===== src/rtl/axi_wr_rr_arbiter.sv =====
// 2:1 AXI4 write-path arbiter: round-robin AW, W routed in AW-grant order,
// B routed back by the source bit carried in the MSB of the downstream ID.
module axi_wr_rr_arbiter #(
  parameter int ID_W        = 4,
  parameter int ADDR_W      = 32,
  parameter int DATA_W      = 32,
  parameter int OUTSTANDING = 4,
  localparam int AWI_W      = ADDR_W + 13,
  localparam int WP_W       = DATA_W + DATA_W / 8
) (
  input  logic                aclk,
  input  logic                aresetn,
  input  logic [2*ID_W-1:0]   s_awid,
  input  logic [2*AWI_W-1:0]  s_awinfo,
  input  logic [1:0]          s_awvalid,
  output logic [1:0]          s_awready,
  input  logic [2*WP_W-1:0]   s_wpld,
  input  logic [1:0]          s_wlast,
  input  logic [1:0]          s_wvalid,
  output logic [1:0]          s_wready,
  output logic [ID_W-1:0]     s_bid,
  output logic [1:0]          s_bresp,
  output logic [1:0]          s_bvalid,
  input  logic [1:0]          s_bready,
  output logic [ID_W:0]       m_awid,
  output logic [AWI_W-1:0]    m_awinfo,
  output logic                m_awvalid,
  input  logic                m_awready,
  output logic [WP_W-1:0]     m_wpld,
  output logic                m_wlast,
  output logic                m_wvalid,
  input  logic                m_wready,
  input  logic [ID_W:0]       m_bid,
  input  logic [1:0]          m_bresp,
  input  logic                m_bvalid,
  output logic                m_bready
);

  localparam int PTR_W = $clog2(OUTSTANDING);
  localparam int CNT_W = PTR_W + 1;

  logic               full_q, full_d;
  logic               last_grant_q, last_grant_d;
  logic [ID_W:0]      awid_q, awid_d;
  logic [AWI_W-1:0]   awinfo_q, awinfo_d;
  logic               ord_q [OUTSTANDING];
  logic [PTR_W-1:0]   wptr_q, wptr_d, rptr_q, rptr_d;
  logic [CNT_W-1:0]   cnt_q, cnt_d;

  logic grant, load_ok, aw_hs, fifo_full, fifo_ne, head, push, pop, bsrc;

  assign grant     = (&s_awvalid) ? ~last_grant_q : s_awvalid[1];
  assign fifo_full = (cnt_q == CNT_W'(OUTSTANDING));
  assign fifo_ne   = (cnt_q != '0);
  // Reset gating keeps every combinational ready low while aresetn is asserted.
  assign load_ok   = (~full_q | m_awready) & ~fifo_full & aresetn;

  always_comb begin
    s_awready        = 2'b00;
    s_awready[grant] = load_ok & s_awvalid[grant];
  end

  assign aw_hs = |s_awready;
  assign push  = aw_hs;

  always_comb begin
    full_d       = full_q;
    last_grant_d = last_grant_q;
    awid_d       = awid_q;
    awinfo_d     = awinfo_q;
    if (aw_hs) begin
      full_d       = 1'b1;
      last_grant_d = grant;
      awid_d       = {grant, grant ? s_awid[2*ID_W-1:ID_W] : s_awid[ID_W-1:0]};
      awinfo_d     = grant ? s_awinfo[2*AWI_W-1:AWI_W] : s_awinfo[AWI_W-1:0];
    end else if (m_awready) begin
      full_d = 1'b0;
    end
  end

  always_ff @(posedge aclk or negedge aresetn) begin
    if (!aresetn) begin
      full_q       <= 1'b0;
      last_grant_q <= 1'b1;
      awid_q       <= '0;
      awinfo_q     <= '0;
    end else begin
      full_q       <= full_d;
      last_grant_q <= last_grant_d;
      awid_q       <= awid_d;
      awinfo_q     <= awinfo_d;
    end
  end

  assign m_awvalid = full_q;
  assign m_awid    = awid_q;
  assign m_awinfo  = awinfo_q;

  // W order FIFO: one source bit per granted AW, popped on the last beat.
  assign head     = ord_q[rptr_q];
  assign m_wvalid = fifo_ne & (head ? s_wvalid[1] : s_wvalid[0]);
  assign s_wready = fifo_ne ? (head ? {m_wready, 1'b0} : {1'b0, m_wready}) : 2'b00;
  assign m_wpld   = head ? s_wpld[2*WP_W-1:WP_W] : s_wpld[WP_W-1:0];
  assign m_wlast  = head ? s_wlast[1] : s_wlast[0];
  assign pop      = m_wvalid & m_wready & m_wlast;

  always_comb begin
    wptr_d = push ? wptr_q + PTR_W'(1) : wptr_q;
    rptr_d = pop  ? rptr_q + PTR_W'(1) : rptr_q;
    case ({push, pop})
      2'b10:   cnt_d = cnt_q + CNT_W'(1);
      2'b01:   cnt_d = cnt_q - CNT_W'(1);
      default: cnt_d = cnt_q;
    endcase
  end

  always_ff @(posedge aclk or negedge aresetn) begin
    if (!aresetn) begin
      wptr_q <= '0;
      rptr_q <= '0;
      cnt_q  <= '0;
    end else begin
      wptr_q <= wptr_d;
      rptr_q <= rptr_d;
      cnt_q  <= cnt_d;
    end
  end

  always_ff @(posedge aclk) begin
    if (push) ord_q[wptr_q] <= grant;
  end

  assign bsrc     = m_bid[ID_W];
  assign s_bvalid = (aresetn & m_bvalid) ? (bsrc ? 2'b10 : 2'b01) : 2'b00;
  assign m_bready = aresetn & s_bready[bsrc];
  assign s_bid    = m_bid[ID_W-1:0];
  assign s_bresp  = m_bresp;

endmodule

===== config.mk =====
export PLATFORM = sky130hd
export DESIGN_NAME = axi_wr_rr_arbiter
export DESIGN_NICKNAME = d
export VERILOG_FILES = /design/src/rtl/axi_wr_rr_arbiter.sv
export SDC_FILE = /design/constraint.sdc
export NUM_CORES = 1
export LEC_CHECK = 0
export CORE_MARGIN = 8
export CORE_UTILIZATION = 36
export CTS_BUF_LIST = sky130_fd_sc_hd__clkbuf_16
export DETAILED_ROUTE_END_ITERATION = 10
export GPL_TIMING_DRIVEN = 0
export PLACE_DENSITY = 0.93
export SLEW_MARGIN = 20
export SYNTH_ARGS = -nofsm -noshare
export SYNTH_HDL_FRONTEND = slang
export SYNTH_SLANG_ARGS = --single-unit

===== constraint.sdc =====
create_clock -name aclk -period 4.4 [get_ports aclk]
set_clock_uncertainty 0.2 [all_clocks]
set_input_delay 0.88 -clock aclk [delete_from_list [all_inputs] [get_ports aclk]]
set_output_delay 0.88 -clock aclk [all_outputs]
set_load 0.05 [all_outputs]

==> metrics, run 1 <==
cell area after layout=6945 µm²; DRT iter0 DRCs=173; Starting Density=0.3691; Tmin final=3898 ps; RSZ-0062 raised after global routing=false; vias post-DR=3769; total of warnings raised by yosys=0; Tightest Hold Check Type=in -> async; Cells after Synth=291; PortBufs=285; core area=9729 µm²; final setup fails=0; Final Slew Violations=0; CP Cell Sequence=clkdlybuf4s50_1 -> a21boi_2 -> and2_1 -> clkdlybuf4s50_1; CTS Root Cell=clkbuf_16; most common cell after layout, fill and taps aside=clkdlybuf4s50_1; clock-pin transition on the worst setup and hold timing paths=60 ps; final setup margin=501.9 ps; FF+latch area=1598 µm²; post-DR vias/cell=5.184; die extent in x=115.9 µm; clock sink count=63; fmax=256.5 MHz; sequential element share of the synthesized area=0.4449; # resized after CTS=0; Tcrit/Tclk final=0.8859; Finished Core Util=0.7139; Die Span Y=115.9 µm; synthesized area=3591 µm²; GR Util All Layers=0.2232; CP dominant cell by count=clkdlybuf4s50_1; num ports=292; pwr dens=735.8 nW/µm²; Die Area=13430 µm²; vias in the first global route=4174; layout cells sized above 1=0.1315; leakage=2.875 nW; number of distinct library cells after synthesis=36; post-route ant nets=0; largest net degree at the start of global routing=38; critical path's slowest cell=clkdlybuf4s50_1; drt drc=0; global route overflow=0; post-CTS setup buffer count=0; number of buffers on the longest clock path=2; NumNets Final=784; final WL=15.65 mm; Top delay family on crit path=buffers and inverters; Final Hold Fails=0; Slew headroom=0.4435; Slew @ Worst Pin=827.7 ps; VDD IR max=0.4689 mV; critical path startpoint=s_awvalid[1]; Synth Register Bits=63; post-place setup slack=132.1 ps; Syn Nets=487; RR Startpoint=cnt_q[0]; Rows=36; largest stage delay on the critical path=830 ps; CP Class=in -> out; Mean Syn Cell Area=12.34 µm²; buffer and inverter count on the worst path=2; initial antenna violation count=1; fillers=693; CP endpoint kind=output pin; critical path fanouts, max=8; detailed placement HPWL=13.04 mm; element type at the critical path start=input pin; Max-Cap Viols=0; CTS tree=built; global-route wire length before repair=22.78 mm; status=finished, final reports clean; DP Area=6628 µm²; wire length per cell=21.52 µm; H-tree depth=3; worst skew pair latency=320 ps; most frequent cells in the layout=283 x clkdlybuf4s50_1, 58 x dfrtp_1, 49 x a22oi_1, 49 x o2bb2ai_1, 35 x mux2_4; Worst Path Required=3320 ps; CP arrival=2820 ps; Multi-input gate area=1789 µm²; drt pass-1 iters=6; CTS buffer count=9; Routability Congestion=0.9579; cts hold-fix bufs=0; area delta synth->final=93.41%
worst register-to-register path: stages, from the launching register on:
cell	delay [ps]
dfrtp_1	470
o311ai_4	510
nor2_2	170
inv_2	160
buf_2	240
ha_1	230
inv_1	70
fa_1	370
xor2_1	150
nor2_1	120
xnor2_1	130
cell type report:
type / instances / share of cell area
sequential: 63 / 0.2300
clock buffer: 9 / 0.03243
inverter: 8 / 0.004324
timing repair buffer: 286 / 0.4136
buffer: 30 / 0.02504
multi-input combinational: 190 / 0.2576
clock inverter: 7 / 0.01261
antenna: 1 / 0.0003603
tap: 133 / 0.02396
kinds of logic after synthesis:
logic type	count (synthesis)	share of synthesized area
AO/OA/AOI/OAI	110	0.2512
AND/OR/NAND/NOR	24	0.03275
multiplexers	45	0.1791
flip-flops	63	0.4449
XOR/XNOR	5	0.01220
buffers and inverters	38	0.05679
adder cells (fa/ha/maj)	6	0.02300
synthesized netlist by cell type (all sizes together):
library cell | instances | area (µm²)
a21boi | 1 | 11.26
a21o | 1 | 7.510
a21oi | 1 | 5.000
a22oi | 49 | 367.9
a31oi | 4 | 25.02
and2 | 5 | 31.28
and3 | 1 | 6.260
buf | 17 | 125.1
clkbuf | 13 | 48.80
dfrtp | 58 | 1451
dfstp | 1 | 26.28
edfxtp | 4 | 120.1
fa | 1 | 20.02
ha | 5 | 62.56
inv | 8 | 30.03
mux2 | 39 | 570.5
mux2i | 5 | 50.05
mux4 | 1 | 22.52
nand2 | 4 | 15.01
nand2b | 1 | 6.260
nor2 | 10 | 40.04
nor2b | 1 | 6.260
nor3 | 1 | 5.000
nor3b | 1 | 7.510
o21ai | 1 | 5.000
o2bb2ai | 49 | 429.2
o311a | 1 | 10.01
o311ai | 1 | 26.28
o31ai | 2 | 15.01
xnor2 | 3 | 26.28
xor2 | 2 | 17.52
path summary, 6_finish.rpt:
check                               end  slack (ps)  cells past startpoint
setup / recovery           s_awready[1]         500                      4
hold / removal                m_awid[2]         270                      1
setup reg to reg               cnt_q[2]        1510                     10
hold reg to reg               m_awid[4]         280                      1
max in group asynchronous  last_grant_q        3140                      2
min in group aclk             m_awid[4]         280                      1
through the flow:
stage / cells / hold slack, ps / setup TNS (ps) / total power [mW]
6_report: 727 / 268.7 / 0 / 5.110
5_1_grt: 727 / 287.6 / 0 / 5.336
4_1_cts: 726 / 270.1 / 0 / 5.153
3_5_place_dp: 710 / 265.0 / 0 / 4.383
3_3_place_gp: 709 / 261.1 / -52340 / 4.300
2_1_floorplan: 291 / 289.8 / 0 / 3.228
power by group:
part / leakage [nW] / switching [mW] / total (mW) / internal [mW]
logic: 1.96 / 2.02 / 3.30 / 1.28
clock network: 0.159 / 0.250 / 0.742 / 0.492
registers: 0.759 / 0.197 / 1.07 / 0.870
total: 2.88 / 2.47 / 5.11 / 2.64
state kept, by name, indices dropped and copies added (netlist names):
register / cells
m_awinfo: 45
m_awid: 5
ord_q: 4
cnt_q: 3
rptr_q: 2
wptr_q: 2
last_grant_q: 1
m_awvalid: 1
layer usage:
layer	track usage	part of all wire	wire length, µm	vias up
li1	-	-	-	1721
met1	0.2157	0.34	5337	1814
met2	0.4046	0.52	8083	205
met3	0.1001	0.11	1750	29
met4	0.09075	0.030	474	0
met5	0	0	0	-
(Power assumes the default switching activity.)
==> run 2, diff against run 1 <==
- ABC_AREA: unset -> 0
==> results of run 2 <==
No change in the layout: final DEF, timing and power equal those of run 1.
